## src/rtl/poca_pkg.sv

```systemverilog
// Shared types and default widths for the POCA measurement sequencer.
package poca_pkg;

  localparam int CW_DEF = 32;
  localparam int RW_DEF = 24;
  localparam int NW_DEF = 8;
  localparam int AW_DEF = 40;

  typedef enum logic [2:0] {
    IDLE    = 3'd0,
    CLEAR   = 3'd1,
    LOAD    = 3'd2,
    RUN     = 3'd3,
    CAPTURE = 3'd4,
    OUT     = 3'd5
  } poca_state_t;

endpackage

```

## src/rtl/poca_sat_acc.sv

```systemverilog
// Saturating accumulator: sums zero-extended RO counts, clamps at all ones and latches ovf.
module poca_sat_acc
  import poca_pkg::*;
#(
  parameter int RW = RW_DEF,
  parameter int AW = AW_DEF
) (
  input  logic          clk,
  input  logic          rst,
  input  logic          clr,
  input  logic          add,
  input  logic [RW-1:0] din,
  output logic [AW-1:0] acc,
  output logic          ovf
);

  logic [AW:0] sum;

  assign sum = {1'b0, acc} + {{(AW + 1 - RW){1'b0}}, din};

  always_ff @(posedge clk or posedge rst) begin
    if (rst) begin
      acc <= '0;
      ovf <= 1'b0;
    end else if (clr) begin
      acc <= '0;
      ovf <= 1'b0;
    end else if (add) begin
      if (sum[AW]) begin
        acc <= '1;
        ovf <= 1'b1;
      end else begin
        acc <= sum[AW-1:0];
      end
    end
  end

endmodule

```

## src/rtl/poca_meas_ctrl.sv

```systemverilog
// Measurement sequencer driving the POCA down-counter and RO counter over repeated windows.
// IDLE: wait for req | CLEAR: reset counters | LOAD: load window | RUN: window open | CAPTURE: accumulate | OUT: result handshake
module poca_meas_ctrl
  import poca_pkg::*;
#(
  parameter int CW = CW_DEF,
  parameter int RW = RW_DEF,
  parameter int NW = NW_DEF,
  parameter int AW = AW_DEF
) (
  input  logic          clk,
  input  logic          rst,
  input  logic          req,
  input  logic [CW-1:0] cycle_in,
  input  logic [NW-1:0] num_meas,
  input  logic          abort,
  output logic          busy,
  output logic          err,
  output logic          cnt_rst,
  output logic          cnt_load,
  output logic [CW-1:0] cnt_cycle,
  output logic          start_cnt,
  input  logic          cnt_done,
  output logic          ro_clr,
  output logic          ro_en,
  input  logic [RW-1:0] ro_cnt,
  output logic          res_valid,
  input  logic          res_ready,
  output logic [AW-1:0] res_data,
  output logic          res_ovf
);

  localparam logic [NW-1:0] REM_ONE = NW'(1);

  poca_state_t   state, state_nxt;
  logic [CW-1:0] cyc_q;
  logic [NW-1:0] rem;
  logic          aborting;
  logic          accept;
  logic          do_abort;

  assign accept   = (state == IDLE) && req && (cycle_in != '0);
  assign do_abort = (state != IDLE) && abort;

  always_ff @(posedge clk or posedge rst) begin
    if (rst) begin
      state    <= IDLE;
      cyc_q    <= '0;
      rem      <= '0;
      aborting <= 1'b0;
      err      <= 1'b0;
    end else begin
      state <= state_nxt;
      err   <= (state == IDLE) && req && (cycle_in == '0);
      if (accept) begin
        cyc_q <= cycle_in;
        rem   <= (num_meas == '0) ? REM_ONE : num_meas;
      end else if ((state == CAPTURE) && !abort) begin
        rem <= rem - REM_ONE;
      end
      // The abort flag steers the single CLEAR pass back to IDLE instead of LOAD.
      if (do_abort)
        aborting <= 1'b1;
      else if (state == CLEAR)
        aborting <= 1'b0;
    end
  end

  always_comb begin
    state_nxt = state;
    case (state)
      IDLE:    if (accept) state_nxt = CLEAR;
      CLEAR:   state_nxt = aborting ? IDLE : LOAD;
      LOAD:    state_nxt = RUN;
      RUN:     if (cnt_done) state_nxt = CAPTURE;
      CAPTURE: state_nxt = (rem > REM_ONE) ? CLEAR : OUT;
      OUT:     if (res_ready) state_nxt = IDLE;
      default: state_nxt = IDLE;
    endcase
    if (do_abort)
      state_nxt = CLEAR;
  end

  always_comb begin
    busy      = (state != IDLE);
    cnt_rst   = (state == CLEAR);
    ro_clr    = (state == CLEAR);
    cnt_load  = (state == LOAD);
    start_cnt = (state == RUN);
    ro_en     = (state == RUN);
    res_valid = (state == OUT);
  end

  assign cnt_cycle = cyc_q;

  poca_sat_acc #(
    .RW(RW),
    .AW(AW)
  ) u_acc (
    .clk(clk),
    .rst(rst),
    .clr(accept),
    .add((state == CAPTURE) && !abort),
    .din(ro_cnt),
    .acc(res_data),
    .ovf(res_ovf)
  );

endmodule

```

## config.mk

```make
export PLATFORM = sky130hd
export DESIGN_NAME = poca_meas_ctrl
export DESIGN_NICKNAME = d
export VERILOG_FILES = /design/src/rtl/poca_pkg.sv /design/src/rtl/poca_sat_acc.sv /design/src/rtl/poca_meas_ctrl.sv
export SDC_FILE = /design/constraint.sdc
export NUM_CORES = 1
export LEC_CHECK = 0
export ABC_AREA = 0
export ABC_CLOCK_PERIOD_IN_PS = 3900
export CAP_MARGIN = 40
export CORE_UTILIZATION = 45
export DETAILED_ROUTE_END_ITERATION = 6
export PLACE_DENSITY = 0.76
export SYNTH_ARGS = -nofsm -noshare
export SYNTH_HDL_FRONTEND = slang
export SYNTH_SLANG_ARGS = --single-unit
```

## constraint.sdc

```tcl
create_clock -name clk -period 3.9 [get_ports clk]
set_input_delay 0.78 -clock clk [delete_from_list [all_inputs] [get_ports clk]]
set_output_delay 0.78 -clock clk [all_outputs]
set_load 0.05 [all_outputs]
```

==> flow_summary.toml <==
[global_route]
grt_start_max_net_pins = 47
grt.total_usage_pct = 25.31
first_global_vias = 5180
grt_pass1_wl_um = 25480
overflow = 0
antenna_found_initial = 0

[sta]
final_hold_viol_count = 0
max_slew_margin_pct = 47.81
finalSetupViolations = 0
period_share_pct = 86.38
finClkSkew_ns = 0.007052
report.final.slew_viol_count = 0
fmax_mhz = 296.8
rsz0062_at_grt = "false"
worstMarginPinSlew_ns = 0.7819
setup_tns_ns = 0
period_needed_ns = 3.369

[route]
drt_iter0_drc = 270
ant_nets = 0
vias_per_cell = 5.863
routedWlPerCell_um = 16.74
drtPass1Iterations = 7
drc = 11
wirelength_um = 15200
routed-via-count = 5324

[die]
dieWidth_um = 111.6
fp.coreArea_um2 = 11560
start_util_pct = 46.76
dieHeight_um = 111.6
ioPinCount = 151
rows = 39
die-area_um2 = 12460

[yosys]
syn_area_um2 = 5408
seq_area_frac_synth_pct = 39.80
ys_warn_count = 0
synth_compound_area_share_pct = 20.22
synth_top_family_by_area = "simple AND/OR/NAND/NOR gates"
avgSynthCellArea_um2 = 8.638
synth-edff-count = 0
synth-main-ff-cell = "dfrtp_1"
synth_cell_types = 74
synth-seq-cells = 86
synth_fa_ha_area_share_pct = 6.386
ys_async_sr_fraction_pct = 100.0
synth.area.mux_share_pct = 0.1851
syn_inst = 626
synth.net_count = 723
synthXorXnorAreaFrac_pct = 3.563
synthSimpleGateAreaFrac_pct = 25.40

[layout]
area_delta_synth_final_pct = 35.28
final_util_pct = 63.26
drive_above_1_share_pct = 7.451
nets = 857
diodes = 0
fill_cells = 991

[clock_tree]
ctsResizeCount = 0
postCtsHoldBufs = 0
clock_sinks = 86
clk_pin_slew_ns = 0.07
cts_tree = "done"
clk_latency_ns = 0.34
cts_buffers = 9
clk_path_buf_depth = 2
postCtsSetupRepairBufs = 0
cts-root-buf = "clkbuf_16"
htreeDepth = 3

[setup_path]
end_kind = "flop"
reg2reg_depth = 10
cp-start-kind = "primary input"
required_ns = 4.12
worstPathArrival_ns = 3.59
crit_path_max_fanout = 12
worst-setup-path-type = "in2reg"

[power]
ir_drop_uv = 499.9
p_sw_mw = 1.913
p_per_area_nw_per_um2 = 572.1
power_frac_clock_pct = 19.2
internal_power_mw = 2.273
swShare_pct = 45.70
p_comb_share_pct = 49.8
sequentialPowerShare_pct = 31.0
leakagePower_nw = 3.298

[worst_hold_path]
min_path_type = "reg2reg"
holdPathStages = 2

[outcome]
status = "finished, violations left"
violations = "DRC"

[placement]
routabilityCongestion = 0.9002
io_buffers = 150
hpwlAfterDp_um = 11180

[job]
maxCapViolations = 0
[synthesized netlist by cell type, drive strengths merged, types with 4 or more instances]
library cell | count | share of area [%]
a211oi | 6 | 0.83
a21o | 8 | 1.1
a21oi | 30 | 2.8
a22oi | 11 | 1.5
a31oi | 8 | 1.0
and2 | 4 | 0.51
and3 | 8 | 0.93
buf | 12 | 1.5
clkbuf | 26 | 1.8
dfrtp | 86 | 40
ha | 26 | 6.0
inv | 16 | 1.1
nand2 | 147 | 10
nand3 | 25 | 2.6
nand4 | 16 | 2.1
nor2 | 34 | 2.6
nor3 | 13 | 1.2
nor3b | 4 | 0.56
nor4 | 12 | 1.4
o211a | 4 | 0.74
o211ai | 13 | 2.2
o21ai | 30 | 3.1
o21bai | 7 | 0.97
or2 | 4 | 0.46
xnor2 | 11 | 1.8
xor2 | 11 | 1.8
[stage by stage]
step / setup slack, ns / area, um2 / power, mW / std cells / hold WS [ns]
after floorplan: 0.8257 / 5408 / 2.677 / 626 / 0.4636
after global placement: 0.3097 / 7013 / 3.328 / 891 / 0.4593
after detailed placement: 0.2385 / 7041 / 3.400 / 892 / 0.4616
after CTS: 0.5728 / 7316 / 4.216 / 908 / 0.4781
after global routing: 0.4600 / 7316 / 4.405 / 908 / 0.5024
final: 0.5312 / 7316 / 4.185 / 908 / 0.4758
[area by class of cell]
type / instances / area [um2] / share of cell area [%]
Sequential cell: 86 / 2152 / 29.42
Multi-Input combinational cell: 486 / 3032 / 41.44
Clock inverter: 6 / 46.29 / 0.6328
Tap cell: 143 / 178.9 / 2.446
Timing Repair Buffer: 161 / 1617 / 22.10
Clock buffer: 10 / 229.0 / 3.130
Inverter: 16 / 61.31 / 0.8380
[path summary, 6_finish.rpt]
path,start,to,slack [ns]
setup / recovery,ro_cnt[0],u_acc.acc[39]$_DFFE_PP0P_,0.53
hold / removal,cnt_cycle[25]$_DFFE_PP0P_,cnt_cycle[25]$_DFFE_PP0P_,0.48
setup reg to reg,u_acc.acc[0]$_DFFE_PP0P_,u_acc.acc[39]$_DFFE_PP0P_,0.98
hold reg to reg,cnt_cycle[25]$_DFFE_PP0P_,cnt_cycle[25]$_DFFE_PP0P_,0.48
max in group asynchronous,rst,u_acc.ovf$_DFFE_PP0P_,2.21
min in group asynchronous,rst,cnt_cycle[4]$_DFFE_PP0P_,0.88
[power groups by stage]
stage | Combinational (mW) | Clock [mW] | Sequential [mW]
2_1_floorplan | 0.782 | 0 | 1.89
3_3_place_gp | 2.03 | 0 | 1.30
3_5_place_dp | 2.09 | 0 | 1.31
4_1_cts | 2.09 | 0.823 | 1.30
5_1_grt | 2.21 | 0.865 | 1.33
6_report | 2.08 | 0.803 | 1.30
[state kept, by name (all words and copies together) (netlist names)]
name       cells
aborting       1
cnt_cycle     32
err            1
rem            8
state          3
u_acc.acc     40
u_acc.ovf      1
[metal layers]
layer | wire, um | GRT usage [%] | up-vias
met1 | 6579 | 33.50 | 2560
li1 | - | - | 2533
met3 | 960 | 3.974 | 36
met4 | 426 | 12.79 | 0
met2 | 7235 | 40.29 | 195
met5 | 0 | 0 | -
[critical path: stages]
cell             delay [ns]
clkdlybuf4s50_1        0.40
ha_1                   0.23
fa_1                   0.43
a211oi_1               0.33
o21ai_2                0.15
o21ai_4                0.25
o311ai_4               0.16
a31oi_2                0.23
buf_4                  0.21
o21ai_0                0.10
o311a_1                0.31
[logic make-up (layout without fill, tap and decap cells)]
family | count (synthesis) | in the layout
XOR/XNOR | 22 | 22
multiplexers | 1 | 1
AND/OR/NAND/NOR | 286 | 286
flip-flops | 86 | 86
adder cells (fa/ha/maj) | 27 | 27
AO/OA/AOI/OAI | 150 | 150
buffers and inverters | 54 | 193
[placed cells by master, fill, tap and decap left out, drive strengths merged, types with 4 or more instances in the layout]
master         count
a22oi             11
nor2              34
nor3b              4
o21ai             30
nor3              13
a21oi             30
xor2              11
o211a              4
a21o               8
buf               11
nand4             16
inv               16
nor4              12
clkdlybuf4s50    150
clkinv             4
o21bai             7
nand3             25
and3               8
a211oi             6
or2                4
o211ai            13
ha                26
nand2            147
dfrtp             86
and2               4
clkbuf            10
a31oi              8
xnor2             11
Note: power is estimated with default switching activity, not from simulation.
